===== src/rtl/seq1011_tx_pkg.sv =====
// Shared types and constants for the 1011-framing serial transmitter.
// Optional bit stuffing is enabled by defining SEQ1011_TX_STUFF_EN.
package seq1011_tx_pkg;

    typedef enum logic [1:0] {
        IDLE = 2'd0,
        PRE  = 2'd1,
        DATA = 2'd2,
        GAP  = 2'd3
    } state_t;

    localparam int              DEFAULT_PRE_W    = 4;
    localparam logic [3:0]      DEFAULT_PREAMBLE = 4'b1011;

    // Three emitted bits that, followed by a 1, would recreate the preamble.
    localparam logic [2:0]      STUFF_WINDOW     = 3'b101;

    // Width of a down-counter that must hold values 0..n-1 (never below 1 bit).
    function automatic int cnt_width(input int n);
        return (n <= 2) ? 1 : $clog2(n);
    endfunction

    function automatic int max3(input int a, input int b, input int c);
        int m;
        m = (a > b) ? a : b;
        return (m > c) ? m : c;
    endfunction

endpackage


===== src/rtl/seq1011_stuff_ctrl.sv =====
// Bit-stuffing control for seq1011_tx (only built with SEQ1011_TX_STUFF_EN).
// The 3-bit history window is the two previously emitted bits plus the bit
// currently on the line; a 101 window during payload forces a stuffed 0 next.
module seq1011_stuff_ctrl
    import seq1011_tx_pkg::*;
(
    input  logic clk,
    input  logic rst,
    input  logic bit_now,
    input  logic data_phase,
    input  logic last_bit,
    output logic stuff_req
);

    logic [1:0] prev_q;
    logic [2:0] history;

    assign history   = {prev_q, bit_now};
    assign stuff_req = data_phase & ~last_bit & (history == STUFF_WINDOW);

    // Track every bit that appears on the line, preamble and stuffed bits included.
    always_ff @(posedge clk or negedge rst) begin
        if (!rst) begin
            prev_q <= '0;
        end else begin
            prev_q <= {prev_q[0], bit_now};
        end
    end

endmodule


===== src/rtl/seq1011_tx.sv =====
// Serial transmitter for the 1011 framing protocol: accepts payload words on a
// valid/ready handshake and emits preamble, MSB-first payload, then idle zeros.
// Define SEQ1011_TX_STUFF_EN to insert a 0 after any 101 inside the payload so
// that 1011 can only appear at the start of a frame.
//
// state | meaning
// IDLE  | line at 0, in_ready high, waiting for a word
// PRE   | shifting out the preamble (PRE_W cycles)
// DATA  | shifting out the payload MSB-first (plus stuffed zeros if enabled)
// GAP   | forced zeros after the frame (GAP_BITS cycles)
module seq1011_tx
    import seq1011_tx_pkg::*;
#(
    parameter int                 DATA_W   = 8,
    parameter int                 PRE_W    = DEFAULT_PRE_W,
    parameter logic [PRE_W-1:0]   PREAMBLE = DEFAULT_PREAMBLE,
    parameter int                 GAP_BITS = 1
) (
    input  logic              clk,
    input  logic              rst,
    input  logic              in_valid,
    input  logic [DATA_W-1:0] in_data,
    output logic              in_ready,
    output logic              dout,
    output logic              busy,
    output logic              frame_done
);

    localparam int               CNT_W     = cnt_width(max3(DATA_W, PRE_W, GAP_BITS));
    localparam logic [CNT_W-1:0] PRE_LAST  = CNT_W'(PRE_W - 1);
    localparam logic [CNT_W-1:0] DATA_LAST = CNT_W'(DATA_W - 1);
    localparam logic [CNT_W-1:0] GAP_LAST  = CNT_W'(GAP_BITS - 1);
    localparam logic [CNT_W-1:0] CNT_ONE   = CNT_W'(1);

    state_t             state;
    logic [CNT_W-1:0]   cnt;
    logic [DATA_W-1:0]  data_sh;
    logic [PRE_W-1:0]   pre_sh;
    logic               stuff_req;

    assign in_ready = (state == IDLE);

`ifdef SEQ1011_TX_STUFF_EN
    logic data_phase;
    logic last_bit;

    // In DATA the counter holds the number of payload bits still to follow the
    // one on the line, so zero marks the final payload bit.
    assign data_phase = (state == DATA);
    assign last_bit   = (cnt == '0);

    seq1011_stuff_ctrl u_stuff_ctrl (
        .clk        (clk),
        .rst        (rst),
        .bit_now    (dout),
        .data_phase (data_phase),
        .last_bit   (last_bit),
        .stuff_req  (stuff_req)
    );
`else
    assign stuff_req = 1'b0;
`endif

    // Frame sequencer; dout/busy/frame_done are registered alongside the state
    // so they describe the cycle the state register is in.
    always_ff @(posedge clk or negedge rst) begin
        if (!rst) begin
            state      <= IDLE;
            cnt        <= '0;
            data_sh    <= '0;
            pre_sh     <= '0;
            dout       <= 1'b0;
            busy       <= 1'b0;
            frame_done <= 1'b0;
        end else begin
            frame_done <= 1'b0;
            case (state)
                IDLE: begin
                    if (in_valid) begin
                        state   <= PRE;
                        data_sh <= in_data;
                        pre_sh  <= PREAMBLE << 1;
                        dout    <= PREAMBLE[PRE_W-1];
                        busy    <= 1'b1;
                        cnt     <= PRE_LAST;
                    end
                end
                PRE: begin
                    if (cnt == '0) begin
                        state   <= DATA;
                        dout    <= data_sh[DATA_W-1];
                        data_sh <= data_sh << 1;
                        cnt     <= DATA_LAST;
                    end else begin
                        dout    <= pre_sh[PRE_W-1];
                        pre_sh  <= pre_sh << 1;
                        cnt     <= cnt - 1'b1;
                    end
                end
                DATA: begin
                    if (stuff_req) begin
                        // Stuffed zero: payload shifter and bit count hold.
                        dout <= 1'b0;
                    end else if (cnt == '0) begin
                        state <= GAP;
                        dout  <= 1'b0;
                        busy  <= 1'b0;
                        cnt   <= GAP_LAST;
                    end else begin
                        dout       <= data_sh[DATA_W-1];
                        data_sh    <= data_sh << 1;
                        cnt        <= cnt - 1'b1;
                        frame_done <= (cnt == CNT_ONE);
                    end
                end
                GAP: begin
                    if (cnt == '0) begin
                        state <= IDLE;
                    end else begin
                        cnt <= cnt - 1'b1;
                    end
                end
                default: begin
                    state <= IDLE;
                    dout  <= 1'b0;
                    busy  <= 1'b0;
                end
            endcase
        end
    end

endmodule


===== config.mk =====
export PLATFORM = sky130hd
export DESIGN_NAME = seq1011_tx
export DESIGN_NICKNAME = d
export VERILOG_FILES = /design/src/rtl/seq1011_tx_pkg.sv /design/src/rtl/seq1011_stuff_ctrl.sv /design/src/rtl/seq1011_tx.sv
export SDC_FILE = /design/constraint.sdc
export NUM_CORES = 1
export LEC_CHECK = 0
export CORE_MARGIN = 5
export CORE_UTILIZATION = 53
export CTS_CLUSTER_SIZE = 30
export DETAILED_ROUTE_END_ITERATION = 8
export PLACE_DENSITY = 0.77
export SYNTH_ARGS = -nofsm -noshare
export SYNTH_HDL_FRONTEND = slang
export SYNTH_SLANG_ARGS = --single-unit

===== constraint.sdc =====
create_clock -name clk -period 2.6 [get_ports clk]
set_input_delay 0.26 -clock clk [delete_from_list [all_inputs] [get_ports clk]]
set_output_delay 0.26 -clock clk [all_outputs]
set_load 0.1 [all_outputs]

; ---- Word-level counts from Yosys, hierarchy flattened
; Index checks and enable logic that the tools add are counted.
[op_classes]
reduce_logical = 11
n_eq_ne = 11
addsub = 1
n_mux = 25
[op_table]
columns = op, count
row1 = $mux 8, 3
row2 = $pmux 8 s3, 1
row3 = $ne 2x2->1 const B, 7
row4 = $mux 3, 4
row5 = $pmux 3 s4, 1
row6 = $mux 2, 4
row7 = $mux 4, 2
row8 = $pmux 2 s4, 1
row9 = $pmux 4 s2, 1
row10 = $reduce_and 4->1, 2
row11 = $mux 1, 6
row12 = $reduce_and 3->1, 2
row13 = $eq 2x2->1 const B, 2
row14 = $reduce_and 2->1, 2
row15 = $reduce_bool 2->1, 2
row16 = $eq 3x1->1 const B, 1
row17 = $logic_not 3->1, 1
row18 = $pmux 1 s3, 1
row19 = $reduce_bool 3->1, 1
row20 = $sub 3x1->3 const B, 1
row21 = $eq 2x1->1 const B, 1
row22 = $logic_not 2->1, 1
row23 = $pmux 1 s2, 1
[word_totals]
register_bits = 20

; ---- Depth between registers and ports, before layout
; Gate-level depths: netlist of run 1.
[depth]
depth_word = 3
depth_mapped = 8

; ---- Least setup slack after synthesis of run 1
; No wires, ideal clock.
[synth_timing]
path_kind = flip-flop to flip-flop
from = register state[0]
to = register data_sh[3]
setup_ns = 0.073
t_required_ns = 2.527
arrival_time_ns = 2.237
path_slack_ns = 0.290
stages_incl_launch_ff = 9
cell_sequence = dfrtp_1 > inv_1 > ha_1 > nor2b_1 > buf_2 > a2111oi_4 > buf_6 > nor2_1 > a21oi_2
[synth_between]
elab_chain_cells = 3
word_cells_on_any_way = 9
classes_between = eq/ne (5) / mux (1) / reduce/logical (3)
[synth_rtl]
columns = element, line
row1 = start: declaration, seq1011_tx.sv:35  ; state_t state;
row2 = start signal: assignment, seq1011_tx.sv:68  ; state <= IDLE;
row3 = start signal: assignment, seq1011_tx.sv:80  ; state <= PRE;
row4 = start signal: assignment, seq1011_tx.sv:90  ; state <= DATA;
row5 = $logic_not 2->1 (*), n/a
row6 = named net in_ready, seq1011_tx.sv:23  ; output logic in_ready,
row7 = $ne 2x2->1 (no line) / $reduce_bool 3->1 (equally long branches), n/a
row8 = $reduce_and 4->1 (no line), n/a
row9 = end signal: assignment, seq1011_tx.sv:81  ; data_sh <= in_data;
row10 = end signal: assignment, seq1011_tx.sv:92  ; data_sh <= data_sh << 1;
row11 = end signal: assignment, seq1011_tx.sv:111  ; data_sh <= data_sh << 1;
row12 = end: declaration, seq1011_tx.sv:37  ; logic [DATA_W-1:0] data_sh;
; Mark *: on every way through the listed nets, which the timed path passes. The rest lies on a longest branch.
; A chain may end at the register's enable or synchronous reset.

; ---- Worst setup path in the final report of run 1
[layout_timing]
from = register cnt[0]
to = register data_sh[4]
[layout_between]
elab_chain_cells = 3
word_cells_on_any_way = 4
classes_between = eq/ne (2) / reduce/logical (2)
[layout_rtl]
columns = element, line
row1 = start: declaration, seq1011_tx.sv:36  ; logic [CNT_W-1:0] cnt;
row2 = start signal: assignment, seq1011_tx.sv:97  ; cnt <= cnt - 1'b1;
row3 = start signal: assignment, seq1011_tx.sv:112  ; cnt <= cnt - 1'b1;
row4 = start signal: assignment, seq1011_tx.sv:120  ; cnt <= cnt - 1'b1;
row5 = $logic_not 3->1 (*), "seq1011_tx.sv:89, seq1011_tx.sv:104"
row6 = $ne 2x2->1 (no line), n/a
row7 = $reduce_and 4->1 (no line) (*), n/a
; Mark *: on every way between the ends. The rest lies on a longest branch, timed or not.

==> results of run 1 <==
cell type report:
type	count	share of cell area, %
timing repair buffer	14	9.75
inverter	8	2.25
clock buffer	4	1.97
tap	28	2.62
sequential	19	35.6
multi-input combinational	88	47.8
registers in the layout, summed over array words and instances (netlist names):
register	cells
frame_done	1
dout	1
cnt	3
data_sh	8
busy	1
state	2
pre_sh	3
layer usage:
| metal | GRT usage, % | vias to the layer above | share of wire (%) |
|---|---|---|---|
| met5 | 0 | - | 0 |
| met4 | 7.95 | 0 | 2.4 |
| met3 | 4.07 | 7 | 3.7 |
| met2 | 24.3 | 15 | 47 |
| met1 | 20.5 | 424 | 47 |
| li1 | - | 451 | - |
worst max-delay path, cell delays in order (launching register included):
cell and delay (ns):
dfrtp_1 0.45, inv_1 0.12, ha_1 0.26, nand2b_2 0.19
a2111oi_4 0.86, nor2_1 0.13, a21oi_2 0.13
per-stage QoR:
stage | std cells | worst slack, ns | area [sq um]
floorplan | 121 | 0.290 | 1180
global route | 161 | 0.190 | 1340
global placement | 157 | 0.516 | 1310
CTS | 161 | 0.410 | 1340
finish | 161 | 0.398 | 1340
detailed placement | 157 | 0.429 | 1310
worst min path at each step:
| stage | cells past startpoint | endpoint | from |
|---|---|---|---|
| final | 1 | cnt[0] | rst |
| after global routing | 1 | data_sh[4] | rst |
| after CTS | 1 | pre_sh[3] | rst |
| after detailed placement | 2 | data_sh[4] | data_sh[4] |
| after global placement | 2 | data_sh[3] | data_sh[3] |
| after floorplan | 0 | busy | rst |
cells by family after synthesis:
family / Yosys count
flops: 19
compound gates: 35
fa+ha+maj: 9
mux: 10
buf+inv: 14
simple gates: 34
placed cells by master, fill, tap and decap left out, types with 2 or more instances in the layout:
master,instances
nand3_1,3
dfrtp_1,19
a21oi_1,10
a21o_1,2
nor2_1,11
a21oi_2,2
inv_1,8
nor3_1,4
mux2i_1,8
nand2_1,7
clkbuf_4,3
nand2b_1,2
ha_1,9
o21ai_0,8
o22ai_1,2
clkdlybuf4s50_1,10
mux2_2,2
buf_4,4
a31oi_1,2
==> results by group, run 1 <==
Clock tree
  – CTS tree: built
  – Postcts setup bufs: 0
  – Clk slew on worst S/H paths: 0.10 ns
  – Clock sinks: 19
  – Htree depth: 1
  – Skew-Pair Late Insertion Delay: 0.30 ns
  – Max clock buf depth: 2
  – CTS Buf Count: 3
  – Cts hold-fix bufs: 0
  – Root buffer cell: clkbuf_4
  – CTS resizes: 0

Drt
  – Number of vias per cell: 5.57
  – DRC: 0
  – Starting DRT DRC Count: 12
  – Via count: 897
  – Final WL: 2170 microns
  – DRT Pass-1 Iters: 4
  – Routed wire per std cell: 13.5 microns
  – Post-route ant nets: 0

Finish
  – Final layout net count: 154
  – Multi-input gate area: 638 sq um
  – N_diodes: 0
  – Core Util, Final: 61.5%
  – Register area: 475 sq um
  – Fillers: 184
  – Share of cells above drive strength 1: 13.5%
  – Area grow syn2layout: 13.4%

Synth
  – XOR/XNOR share of the synthesized area: 0%
  – Synth Area in Simple Gates: 15.1%
  – #FFs+latches synth: 19
  – Area contributors post-synth: dfrtp_1 40%, ha_1 9.6%, mux2i_1 6.8%, a21oi_1 4.3%, nor2_1 3.5%
  – Most frequent cell after synthesis: dfrtp_1
  – Synth cell count leaders: 19 x dfrtp_1, 11 x nor2_1, 10 x a21oi_1, 9 x ha_1
  – Main combinational cell family by area after synthesis: compound AO/OA/AOI/OAI gates
  – Syn_nets: 141
  – Top cell type by total area after synthesis: dfrtp_1
  – Adder-Cell Fraction of Synth Area: 9.56%
  – Top FF cell, synth: dfrtp_1
  – Complex-gate fraction of the synthesized area: 20.8%
  – Async set-reset flop share out of synthesis: 100%
  – Cells after synthesis: 121
  – Netlist cell types: 36
  – Yosys warns: 0
  – Register area share after synthesis: 40.4%
  – Mapped cell area: 1180 sq um
  – Post-synth EDFFs: 0
  – Average size of a mapped cell: 9.73 sq um
  – Yosys top cell area share: 40.4%
  – Multiplexer area fraction after synthesis: 8.71%

GRT
  – Initial antenna violation count: 0
  – Largest net degree at the start of global routing: 20
  – Vias in the first global route: 922
  – First-pass GRT wire length: 4060 microns
  – GRT Total Usage: 15.8%
  – Gr ovfl total: 0

Critical path
  – Worst-path maximum fanout: 16
  – Critical path launch point: cnt[0]
  – FF-to-FF path depth: 6
  – FF-to-FF Start: cnt[0]
  – WP data arrival: 2.44 ns
  – Startpoint types: flip-flop
  – WS Path Type: flip-flop to flip-flop
  – RR Endpoint: data_sh[4]
  – Worst Setup EP: data_sh[4]
  – Critical Path RT: 2.83 ns
  – Register-to-Register Setup Slack: 0.40 ns
  – Critical Path End Type: flip-flop

Timing
  – Final Cycle Share: 84.7%
  – RSZ-0062 raised after global routing: false
  – Final setup viols: 0
  – Final hold violation count: 0
  – Worst Max-Slew Pin Slew: 0.859 ns
  – Max Fclk: 454 MHz
  – Final min period: 2.20 ns
  – Worst rel slew slack: 42.7%
  – Min Hold Slack: 0.426 ns
  – Slew Limit Fails: 0
  – Setup TNS: 0 ns
  – Skew final: 0.00186 ns

Floorplanning
  – Die width: 57.1 microns
  – Die ar.: 3260 sq um
  – Num rows: 17
  – Initial Util: 54.3%
  – Core area: 2170 sq um
  – IO Count: 15
  – Chip height: 57.1 microns

Outcome
  – Outcome: complete, no violations

Placement
  – HPWL Detailed: 1620 microns
  – I/O Buffers: 14
  – Routability congestion estimate: 0.816

Min path
  – Class of the worst hold path: primary input to async pin

Run
  – MaxCap Viol Count: 0
Power of run 1 is not shown: default switching activity piles up to over one toggle a cycle in this logic, so the estimate is an artifact.
==> run 2: changes to the inputs <==
CORE_UTILIZATION = 49   (was 53)
PLACE_DENSITY = 0.75   (was 0.77)
clock period = 1.9 ns   (was 2.6 ns; I/O delays follow)
==> results by group, run 2 (synthesized netlist as in run 1, its figures left out) <==
Outcome
  – Outcome: complete, no violations

Drt
  – Routed wire per std cell: 14.3 microns
  – Number of vias per cell: 5.71
  – DRT Pass-1 Iters: 4
  – Post-route ant nets: 0
  – Via count: 971
  – Final WL: 2430 microns
  – Starting DRT DRC Count: 25
  – DRC: 0

Placement
  – Cell Area, Placed: 1410 sq um
  – I/O Buffers: 14
  – HPWL Detailed: 1890 microns
  – Inst Count DP: 166
  – Routability congestion estimate: 0.828

Finish
  – Core Util, Final: 64.2%
  – Leading cell types in the layout, fill and taps excluded: 19 x dfrtp_1, 11 x nor2_1, 11 x buf_4
  – N_diodes: 0
  – Most common cell after layout, fill and taps aside: dfrtp_1
  – Final layout net count: 163
  – Fillers: 192
  – Share of cells above drive strength 1: 21.8%
  – Biggest regs: data_sh: 8 flops, cnt: 3 flops, pre_sh: 3 flops
  – Area grow syn2layout: 22.8%
  – Max reg flops: 8
  – Register with the most flip-flops: data_sh
  – Final Instance Area: 1450 sq um
  – Post-route insts no fill: 170

Floorplanning
  – Die width: 59.0 microns
  – Initial Util: 52.2%
  – Num rows: 17
  – IO Count: 15
  – Chip height: 59.0 microns
  – Core area: 2250 sq um
  – Die ar.: 3480 sq um

Critical path
  – Startpoint types: flip-flop
  – WP data arrival: 1.97 ns
  – Worst-path maximum fanout: 7
  – CP Cell Sequence: inv_1 -> ha_4 -> nor2b_1 -> buf_4 -> o21ai_0 -> a221oi_1
  – Register-to-Register Setup Slack: 0.14 ns
  – WS Path Type: flip-flop to flip-flop
  – Worst path slowest cell: dfrtp_1
  – Critical Path End Type: flip-flop
  – Worst path max stage delay: 0.43 ns
  – Critical Path RT: 2.11 ns

Clock tree
  – Clk slew on worst S/H paths: 0.12 ns
  – Skew-Pair Late Insertion Delay: 0.30 ns
  – Root buffer cell: clkbuf_4
  – Max clock buf depth: 2
  – CTS tree: built
  – Clock sinks: 19
  – Htree depth: 1
  – CTS Buf Count: 3
  – Cts hold-fix bufs: 0

Timing
  – RSZ-0062 raised after global routing: false
  – Worst Max-Slew Pin Slew: 0.309 ns
  – Min Hold Slack: 0.202 ns
  – Setup TNS: 0 ns
  – Final min period: 1.76 ns
  – Skew final: 0.00709 ns
  – Final setup viols: 0
  – Max Fclk: 569 MHz
  – Final Cycle Share: 92.4%
  – Slew Limit Fails: 0
  – Worst rel slew slack: 79.3%
  – Final hold violation count: 0

GRT
  – Gr ovfl total: 0
  – Vias in the first global route: 958
  – Largest net degree at the start of global routing: 20
  – GRT Total Usage: 15.5%
  – Initial antenna violation count: 0
  – First-pass GRT wire length: 4240 microns

Power
  – Sw frac: 46.6%
  – Clock share of power: 7.0%
  – Cell Pwr Density: 2090 nW/um^2
  – Sw Pwr: 0.00141 W
  – Combinational share of power: 69.0%
  – Pint: 0.00162 W
  – Leakage: 0.654 nW
  – Sequential Power Share: 24.0%
  – Peak VDD IR: 1250 uV

Min path
  – Class of the worst hold path: primary input to async pin

Run
  – MaxCap Viol Count: 0
[run 2: metal layers]
metal	GRT usage (%)	part of all wire [%]	vias to the layer above
met5	0	0	-
met1	20.6	46	481
met3	2.61	3.9	2
li1	-	-	470
met4	5.50	0.74	0
met2	25.2	49	18
[run 2: what timing repair did]
| action | 4_1_cts | 5_1_grt |
|---|---|---|
| resized for setup | 0 | 2 |
| hold endpoints to repair | 0 | 0 |
| setup buffers | 0 | 0 |
| endpoints found under the setup margin | 0 | 6 |
[run 2: worst paths after layout]
path                                 start    endpoint  cells after the start
worst max-delay path              state[0]      cnt[0]                      6
worst min-delay path                   rst      cnt[0]                      2
worst max register to register    state[0]      cnt[0]                      6
worst min register to register  data_sh[4]  data_sh[4]                      2
max in group asynchronous              rst  data_sh[3]                      2
min in group clk                in_data[0]  data_sh[0]                      3
[run 2: critical path: cells and delay by family, from the launching register on]
family / cells / cell delay [ns]
flip-flops: 1 / 0.43
buffers and inverters: 2 / 0.36
adder cells (fa/ha/maj): 1 / 0.21
AO/OA/AOI/OAI: 2 / 0.35
AND/OR/NAND/NOR: 1 / 0.31
[run 2: power groups by stage]
stage	Sequential, W	Combinational [W]	Clock [W]
6_report	0.000727	0.00209	0.000213
5_1_grt	0.000754	0.00228	0.000240
4_1_cts	0.000728	0.00209	0.000217
3_5_place_dp	0.000738	0.00208	0
3_3_place_gp	0.000727	0.00202	0
2_1_floorplan	0.000869	0.00140	0
[run 2: metrics by stage]
step / total power (W) / setup slack, ns
after global routing: 0.00327 / 0.0205
after detailed placement: 0.00282 / 0.0993
after floorplan: 0.00227 / 0.00651
after global placement: 0.00275 / 0.173
after CTS: 0.00303 / 0.0803
final: 0.00303 / 0.144
[run 2: final cells by class]
| class | instances | area, sq um | area share [%] |
|---|---|---|---|
| Timing Repair Buffer | 23 | 223 | 15.4 |
| Clock inverter | 1 | 5.00 | 0.346 |
| Clock buffer | 3 | 22.5 | 1.56 |
| Inverter | 8 | 30.0 | 2.08 |
| Tap cell | 28 | 35.0 | 2.42 |
| Sequential cell | 19 | 475 | 32.9 |
| Multi-Input combinational cell | 88 | 656 | 45.3 |
(Power assumes the default switching activity.)
==> run 3: changes to the inputs <==
CORE_UTILIZATION = 40   (was 49)
GPL_TIMING_DRIVEN = 0   (was default)
PLACE_DENSITY = default   (was 0.75)
SLEW_MARGIN = 20   (was default)
==> results by group, run 3 (synthesized netlist as in run 1, its figures left out) <==
Critical path
  – Worst path slowest cell: dfrtp_2
  – RR Endpoint: data_sh[6]
  – FF-to-FF path depth: 7
  – Cell family with most CP delay: compound AO/OA/AOI/OAI gates
  – Critical Path RT: 2.13 ns
  – Critical Path End Type: flip-flop
  – CP Buf/Inv Count: 2
  – Startpoint types: flip-flop
  – Worst path max stage delay: 0.46 ns
  – WP data arrival: 2.02 ns
  – CP Cell Sequence: inv_1 -> ha_2 -> nand2b_2 -> a2111oi_4 -> buf_4 -> nor2_1 -> a21oi_1
  – WS Path Type: flip-flop to flip-flop
  – FF-to-FF Start: cnt[0]
  – Critical path launch point: cnt[0]
  – Worst-path maximum fanout: 6
  – Register-to-Register Setup Slack: 0.12 ns

Timing
  – Max Fclk: 561 MHz
  – Skew final: 0.00609 ns
  – Final hold violation count: 0
  – RSZ-0062 raised after global routing: false
  – Setup TNS: 0 ns
  – Worst rel slew slack: 36.4%
  – Final min period: 1.78 ns
  – Slew Limit Fails: 0
  – Worst Max-Slew Pin Slew: 0.957 ns
  – Final Cycle Share: 93.8%
  – Final setup viols: 0
  – Min Hold Slack: 0.363 ns

Floorplanning
  – Die width: 64.3 microns
  – IO Count: 15
  – Chip height: 64.3 microns
  – Core area: 2780 sq um
  – Die ar.: 4130 sq um
  – Num rows: 19
  – Initial Util: 42.3%

Min path
  – Class of the worst hold path: primary input to async pin

Clock tree
  – Clk slew on worst S/H paths: 0.12 ns
  – Cts hold-fix bufs: 0
  – Skew-Pair Late Insertion Delay: 0.30 ns
  – CTS tree: built
  – Htree depth: 1
  – Max clock buf depth: 2
  – Root buffer cell: clkbuf_4
  – Clock sinks: 19
  – CTS Buf Count: 3

Drt
  – Final WL: 2400 microns
  – Number of vias per cell: 5.47
  – Post-route ant nets: 0
  – Via count: 935
  – DRT Pass-1 Iters: 4
  – DRC: 0
  – Routed wire per std cell: 14.0 microns
  – Starting DRT DRC Count: 58

Finish
  – N_diodes: 0
  – Area grow syn2layout: 20.5%
  – Core Util, Final: 51.0%
  – Most common cell after layout, fill and taps aside: dfrtp_1
  – Register with the most flip-flops: data_sh
  – Biggest regs: data_sh: 8 flops, cnt: 3 flops, pre_sh: 3 flops
  – Leading cell types in the layout, fill and taps excluded: 18 x dfrtp_1, 11 x nor2_1, 10 x a21oi_1, 10 x clkdlybuf4s50_1, 8 x mux2i_1
  – Share of cells above drive strength 1: 20.7%
  – Final layout net count: 161
  – Max reg flops: 8

GRT
  – Vias in the first global route: 937
  – Gr ovfl total: 0
  – Largest net degree at the start of global routing: 20
  – GRT Total Usage: 12.5%
  – First-pass GRT wire length: 4160 microns
  – Initial antenna violation count: 0

Placement
  – Routability congestion estimate: 0.796
  – HPWL Detailed: 1730 microns
  – I/O Buffers: 14

Outcome
  – Outcome: complete, no violations

Run
  – MaxCap Viol Count: 0
==> run 3: final cells by class <==
class	instances	area, sq um
Fill cell	270	1360
Multi-Input combinational cell	88	663
Sequential cell	19	477
Timing Repair Buffer	18	161
Tap cell	31	38.8
Inverter	8	30.0
Clock buffer	3	22.5
Buffer	3	21.3
Clock inverter	1	5.00
==> run 3: worst max-delay path by stage <==
stage / end / cells after the start
2_1_floorplan: data_sh[3] / 8
3_3_place_gp: in_ready / 3
3_5_place_dp: in_ready / 3
4_1_cts: data_sh[7] / 8
5_1_grt: data_sh[7] / 7
6_report: data_sh[6] / 7
==> run 3: what timing repair did <==
action,CTS,global route
endpoints found under the setup margin,12,12
buffers inserted,2,2
pin swaps,1,1
resized for setup,6,11
==> run 3: per-layer routing <==
layer	vias up	routed length [microns]	share of wire, %	GRT usage [%]
met5	-	0	0	0
met4	0	35	1.5	6.11
met3	4	102	4.3	2.98
met2	22	1110	46	20.1
met1	438	1150	48	15.4
li1	471	-	-	-
==> run 3: through the flow <==
step / instance area [sq um] / worst slack [ns] / std cells
floorplan: 1190 / 0.00651 / 121
global placement: 1370 / -0.191 / 166
detailed placement: 1370 / -0.206 / 166
CTS: 1410 / 0.0106 / 172
global route: 1420 / 0.00649 / 171
finish: 1420 / 0.119 / 171
Power of run 3 is left out for the same reason.
